File: src/rtl/simon_bus_pkg.sv
// Shared types and word-count constants for the SIMON 96/96 bus adapter.
package simon_bus_pkg;

  localparam int P_N = 48;
  localparam int P_M = 2;
  localparam int P_W = 16;
  localparam int DW  = (2 * P_N) / P_W;
  localparam int KW  = (P_M * P_N) / P_W;

  typedef enum logic [1:0] {
    COLLECT = 2'd0,
    OFFER_D = 2'd1,
    OFFER_K = 2'd2
  } in_state_t;

  typedef enum logic {
    O_IDLE = 1'b0,
    O_SEND = 1'b1
  } out_state_t;

  function automatic int cnt_width(input int words);
    return (words < 1) ? 1 : $clog2(words + 1);
  endfunction

endpackage

File: src/rtl/simon_word_shifter.sv
// Parallel-load, right-shifting word unpacker; flags when the current word is the last one.
module simon_word_shifter
  import simon_bus_pkg::*;
#(
  parameter int WIDTH = 96,
  parameter int W     = 16
) (
  input  logic             clk,
  input  logic             rst_n,
  input  logic             load,
  input  logic [WIDTH-1:0] load_data,
  input  logic             shift,
  output logic [W-1:0]     word,
  output logic             last
);

  localparam int WORDS = WIDTH / W;
  localparam int CW    = cnt_width(WORDS);

  logic [WIDTH-1:0] sh_r;
  logic [CW-1:0]    cnt_r;

  // shift register and transferred-word counter
  always_ff @(posedge clk or negedge rst_n) begin
    if (!rst_n) begin
      sh_r  <= {WIDTH{1'b0}};
      cnt_r <= {CW{1'b0}};
    end else if (load) begin
      sh_r  <= load_data;
      cnt_r <= {CW{1'b0}};
    end else if (shift) begin
      sh_r  <= {{W{1'b0}}, sh_r[WIDTH-1:W]};
      cnt_r <= cnt_r + CW'(1'b1);
    end else begin
      sh_r  <= sh_r;
      cnt_r <= cnt_r;
    end
  end

  assign word = sh_r[W-1:0];
  assign last = (cnt_r == CW'(WORDS - 1));

endmodule

File: src/rtl/simon_bus_adapter.sv
// Word-serial front end for the SIMON 96/96 core: packs plaintext/key bursts,
// offers them to the core, and streams the ciphertext back out word by word.
module simon_bus_adapter
  import simon_bus_pkg::*;
#(
  parameter int N = P_N,
  parameter int M = P_M,
  parameter int W = P_W
) (
  input  logic           clk,
  input  logic           nR,
  input  logic           in_valid,
  output logic           in_ready,
  input  logic [W-1:0]   in_data,
  input  logic           in_kind,
  input  logic           in_enc_dec,
  output logic           out_valid,
  input  logic           out_ready,
  output logic [W-1:0]   out_data,
  output logic           newData,
  output logic           newKey,
  input  logic           ldData,
  input  logic           ldKey,
  output logic           enc_dec,
  output logic [2*N-1:0] plain,
  output logic [M*N-1:0] key,
  input  logic           doneData,
  output logic           readData,
  input  logic [2*N-1:0] cipher
);

  localparam int DATA_WORDS = (2 * N) / W;
  localparam int KEY_WORDS  = (M * N) / W;
  localparam int MAX_WORDS  = (DATA_WORDS > KEY_WORDS) ? DATA_WORDS : KEY_WORDS;
  localparam int CW         = cnt_width(MAX_WORDS);

  in_state_t      in_state_r, in_state_s;
  out_state_t     o_state_r, o_state_s;
  logic [CW-1:0]  cnt_r, idx_s;
  logic           kind_r, accept_s, restart_s, last_in_s;
  logic [2*N-1:0] plain_r;
  logic [M*N-1:0] key_r;
  logic           enc_dec_r, new_data_r, new_key_r, read_data_r, out_valid_r;
  logic           sh_load_s, sh_shift_s, sh_last_s;
  logic [W-1:0]   sh_word_s;

  // input FSM next state; a kind change mid-burst restarts the burst at slot 0
  always_comb begin
    in_state_s = in_state_r;
    accept_s   = 1'b0;
    restart_s  = 1'b0;
    idx_s      = cnt_r;
    last_in_s  = 1'b0;
    case (in_state_r)
      COLLECT: begin
        accept_s  = in_valid;
        restart_s = (cnt_r != {CW{1'b0}}) && (in_kind != kind_r);
        if (restart_s) idx_s = {CW{1'b0}};
        else           idx_s = cnt_r;
        if (in_kind) last_in_s = (idx_s == CW'(KEY_WORDS - 1));
        else         last_in_s = (idx_s == CW'(DATA_WORDS - 1));
        if (accept_s && last_in_s) in_state_s = in_kind ? OFFER_K : OFFER_D;
        else                       in_state_s = COLLECT;
      end
      OFFER_D: begin
        if (ldData) in_state_s = COLLECT;
        else        in_state_s = OFFER_D;
      end
      OFFER_K: begin
        if (ldKey) in_state_s = COLLECT;
        else       in_state_s = OFFER_K;
      end
      default: in_state_s = COLLECT;
    endcase
  end

  // input FSM state register
  always_ff @(posedge clk or negedge nR) begin
    if (!nR) in_state_r <= COLLECT;
    else     in_state_r <= in_state_s;
  end

  // burst assembly registers and offer strobes
  always_ff @(posedge clk or negedge nR) begin
    if (!nR) begin
      cnt_r      <= {CW{1'b0}};
      kind_r     <= 1'b0;
      plain_r    <= {(2*N){1'b0}};
      key_r      <= {(M*N){1'b0}};
      enc_dec_r  <= 1'b0;
      new_data_r <= 1'b0;
      new_key_r  <= 1'b0;
    end else begin
      new_data_r <= (in_state_s == OFFER_D);
      new_key_r  <= (in_state_s == OFFER_K);
      if (accept_s) begin
        kind_r <= in_kind;
        cnt_r  <= last_in_s ? {CW{1'b0}} : (idx_s + CW'(1'b1));
        if (in_kind) begin
          for (int i = 0; i < KEY_WORDS; i++)
            if (idx_s == CW'(i)) key_r[i*W +: W] <= in_data;
        end else begin
          for (int i = 0; i < DATA_WORDS; i++)
            if (idx_s == CW'(i)) plain_r[i*W +: W] <= in_data;
          if (last_in_s) enc_dec_r <= in_enc_dec;
        end
      end
    end
  end

  assign in_ready = (in_state_r == COLLECT);
  assign newData  = new_data_r;
  assign newKey   = new_key_r;
  assign plain    = plain_r;
  assign key      = key_r;
  assign enc_dec  = enc_dec_r;

  // output FSM next state; doneData is only looked at while idle
  always_comb begin
    o_state_s  = o_state_r;
    sh_load_s  = 1'b0;
    sh_shift_s = 1'b0;
    case (o_state_r)
      O_IDLE: begin
        if (doneData) begin
          o_state_s = O_SEND;
          sh_load_s = 1'b1;
        end else begin
          o_state_s = O_IDLE;
        end
      end
      O_SEND: begin
        if (out_ready) begin
          sh_shift_s = 1'b1;
          o_state_s  = sh_last_s ? O_IDLE : O_SEND;
        end else begin
          o_state_s = O_SEND;
        end
      end
      default: o_state_s = O_IDLE;
    endcase
  end

  // output FSM state and handshake registers
  always_ff @(posedge clk or negedge nR) begin
    if (!nR) begin
      o_state_r   <= O_IDLE;
      read_data_r <= 1'b0;
      out_valid_r <= 1'b0;
    end else begin
      o_state_r   <= o_state_s;
      read_data_r <= sh_load_s;
      out_valid_r <= (o_state_s == O_SEND);
    end
  end

  simon_word_shifter #(.WIDTH(2*N), .W(W)) u_unpack (
    .clk       (clk),
    .rst_n     (nR),
    .load      (sh_load_s),
    .load_data (cipher),
    .shift     (sh_shift_s),
    .word      (sh_word_s),
    .last      (sh_last_s)
  );

  assign readData  = read_data_r;
  assign out_valid = out_valid_r;
  assign out_data  = sh_word_s;

endmodule

File: config.mk
export PLATFORM = sky130hd
export DESIGN_NAME = simon_bus_adapter
export DESIGN_NICKNAME = d
export VERILOG_FILES = /design/src/rtl/simon_bus_pkg.sv /design/src/rtl/simon_word_shifter.sv /design/src/rtl/simon_bus_adapter.sv
export SDC_FILE = /design/constraint.sdc
export NUM_CORES = 1
export LEC_CHECK = 0
export ABC_AREA = 1
export CORE_UTILIZATION = 43
export CTS_CLUSTER_DIAMETER = 150
export DETAILED_ROUTE_END_ITERATION = 10
export GPL_ROUTABILITY_DRIVEN = 1
export GPL_TIMING_DRIVEN = 0
export PLACE_DENSITY = 0.72
export SLEW_MARGIN = 30
export SYNTH_ARGS = -nofsm -noshare
export SYNTH_HDL_FRONTEND = slang
export SYNTH_HIERARCHICAL = 1
export SYNTH_SLANG_ARGS = --single-unit
File: constraint.sdc
create_clock -name clk -period 3.75 [get_ports clk]
set_input_delay 0.75 -clock clk [delete_from_list [all_inputs] [get_ports clk]]
set_output_delay 0.75 -clock clk [all_outputs]
set_load 0.005 [all_outputs]
==> impl_metrics.py <==
metrics = {
    "clock_tree": {
        "cts_max_level": 2,
        "cts-resized-gates": 0,
        "cts.path.max_buffers": 3,
        "cts-buffers-inserted": 34,
        "path_clk_slew_ns": 0.06,
        "clk_latency_ns": 0.51,
        "root_buffer": "clkbuf_16",
        "cts.sinks": 302,
        "cts_tree": "done",
        "cts_hold_buffers": 0,
        "cts_setup_buffers": 0,
    },
    "synth": {
        "ys_seq_area_share_pct": 58.5,
        "synth-seq-cells": 302,
        "ys_types": 27,
        "syn_inst": 1465,
        "synth_xor_area_share_pct": 0,
        "syn-num-nets": 1593,
        "synthAdderAreaFrac_pct": 0.677,
        "synth_top_family_by_area": "simple AND/OR/NAND/NOR gates",
        "synth_compound_area_share_pct": 1.12,
        "netlist_area_sq_um": 12900,
        "yosys.area_share.simple_pct": 33.7,
        "synthMuxAreaShare_pct": 0,
        "ys_warn_count": 6,
        "syn_area_per_cell_sq_um": 8.83,
    },
    "timing": {
        "maxSlewHeadroom_pct": 34.5,
        "fin_crit_sh_pct": 85.6,
        "rsz0062_at_grt": "no",
        "period_minus_slack_ns": 3.21,
        "tns_ns": 0,
        "setup_viol": 0,
        "slew_violations": 0,
        "finClkSkew_ns": 0.0209,
        "tightest_slew_ns": 0.982,
        "fmax_mhz": 311,
        "hold_violations": 0,
    },
    "global_routing": {
        "grt_max_degree": 84,
        "grt_pass1_vias": 11400,
        "grt_first_pass_wirelength_um": 63200,
        "track_usage_pct": 26.4,
        "overflow": 0,
        "grt_antenna_before_repair": 0,
    },
    "power_and_ir_drop": {
        "p_seq_share_pct": 41.3,
        "switchingPower_uw": 3540,
        "p_leak_uw": 0.00890,
        "pwr-share-comb_pct": 30.8,
        "swShare_pct": 30.3,
        "pwr-share-clk_pct": 27.9,
        "power_density_nw_per_um2": 651,
        "p_int_uw": 8160,
        "vdd_drop_max_v": 0.000302,
    },
    "placed_design": {
        "port_buffers": 334,
        "routabilityCongestion": 0.867,
        "dp_hpwl_um": 29100,
        "placed_cells": 2193,
    },
    "critical_path": {
        "cp-end-kind": "register",
        "crit_chain": "clkdlybuf4s50_1, inv_2, nand2_2, nand3_4, nand2_4, buf_12, buf_2, ha_1, clkbuf_1, inv_1, nor2_4, buf_2, nand2_1, nand2_1",
        "critPathMaxFanout": 10,
        "cp_data_required_time_ns": 4.19,
        "crit_slowest_cell": "clkdlybuf4s50_1",
        "r2r_slack_ns": 0.90,
        "slowest_delay_ns": 0.56,
        "start_kind": "input port",
        "critPathKind": "input port to register",
        "cp.arrival_ns": 3.65,
    },
    "die": {
        "design.core.area_sq_um": 29600,
        "die_w_um": 175,
        "io_pins": 335,
        "start_util_pct": 43.6,
        "die_y_um": 175,
        "core.rowCount": 63,
        "die-area_sq_um": 30800,
    },
    "finish": {
        "finalNetCount": 1967,
        "antenna_cells_inserted": 0,
        "drive_gt1_share_pct": 9.23,
        "final_cells": 2254,
        "flow.area_growth_from_synthesis_pct": 39.1,
    },
    "detailed_routing": {
        "detail-route-antenna-nets": 0,
        "wirelength_um": 40400,
        "first_pass_iters": 5,
        "vias_per_cell": 5.16,
        "wl_per_cell_um": 17.9,
        "vias": 11600,
        "drtIter0Drc": 1132,
        "drc": 0,
    },
    "hold_path": {
        "holdCritPathClass": "input port to asynchronous set/reset pin",
    },
    "run": {
        "max_cap_violations": 0,
    },
    "status": {
        "status": "finished clean",
    },
}
## per-layer routing
metal / wire length, um / track usage, % / vias to the layer above
met4: 1360 / 10.5 / 0
li1: - / - / 5502
met1: 17200 / 35.8 / 5672
met2: 18700 / 41.0 / 383
met5: 0 / 0 / -
met3: 3090 / 6.02 / 84
## synthesized netlist by cell type (all sizes together)
cell / number / area (sq um)
nand2: 680 / 2570
dfrtp: 302 / 7560
nand3: 187 / 996
nand4: 100 / 641
buf: 92 / 588
clkbuf: 35 / 131
o21ai: 23 / 115
inv: 18 / 67.6
nor2: 14 / 129
ha: 7 / 87.6
a21oi: 3 / 15.0
a21boi: 2 / 15.0
nand3b: 1 / 7.51
or3b: 1 / 8.76
## registers in the layout, summed over array words and instances, names as in the netlist, 2 cells and up
register / count
u_unpack/cnt_r: 3
cnt_r: 3
in_state_r: 2
u_unpack/sh_r: 96
plain: 96
key: 96
## cells by family (layout without fill, tap and decap cells)
logic type	Yosys count	after routing
buffers and inverters	145	544
adders and majority gates	7	7
AOI/OAI and AO/OA	28	28
DFF	302	302
and+or+nand+nor	983	983
## stage by stage
step	cell area [sq um]	setup WS (ns)	power [uW]	utilization [%]	hold WS [ns]
5_1_grt	18000	0.345	12400	60.7	0.178
4_1_cts	18000	0.552	11800	60.7	0.157
3_3_place_gp	16800	-11.06	8370	56.5	0.454
6_report	18000	0.540	11700	60.7	0.149
2_1_floorplan	12900	1.21	6220	-	0.443
3_5_place_dp	16900	0.0239	8480	56.9	0.458
## final timing paths
kind                                              start                            end  cells past startpoint
worst max-delay path                            in_kind          plain[57]$_DFFE_PN0P_                     14
worst min-delay path                                 nR          plain[56]$_DFFE_PN0P_                      1
worst max register to register  in_state_r[1]$_DFF_PN0_          plain[57]$_DFFE_PN0P_                     12
worst min register to register      key[28]$_DFFE_PN0P_            key[28]$_DFFE_PN0P_                      2
max in group asynchronous                            nR  u_unpack/sh_r[50]$_DFFE_PN0P_                      3
min in group clk                    key[28]$_DFFE_PN0P_            key[28]$_DFFE_PN0P_                      2
## cell type report
cell class                      count  area, sq um
Multi-Input combinational cell   1018         4580
Sequential cell                   302         7560
Buffer                            127          721
Clock inverter                     11         91.3
Tap cell                          390          488
Timing Repair Buffer              338         3460
Fill cell                        2573        11700
Clock buffer                       50         1010
Inverter                           18         67.6
## layout by cell type, fill, tap and decap left out, drive strengths merged, types with 7 or more instances in the layout
master	instances
buf	97
clkbuf	85
clkdlybuf4s50	333
dfrtp	302
ha	7
inv	19
nand2	680
nand3	187
nand4	100
nor2	14
o21ai	23
## critical path, delay by kind of cell
family	cells	cell delay, ns
fa+ha+maj	1	0.19
buf+inv	7	1.86
simple gates	6	0.84
## power groups by stage
stage	clock, uW	combinational, uW	sequential [uW]
2_1_floorplan	0	1430	4800
3_3_place_gp	0	3530	4850
3_5_place_dp	0	3620	4860
4_1_cts	3330	3630	4830
5_1_grt	3460	3970	4950
6_report	3260	3610	4840
Power figures use the tool's default switching activity.
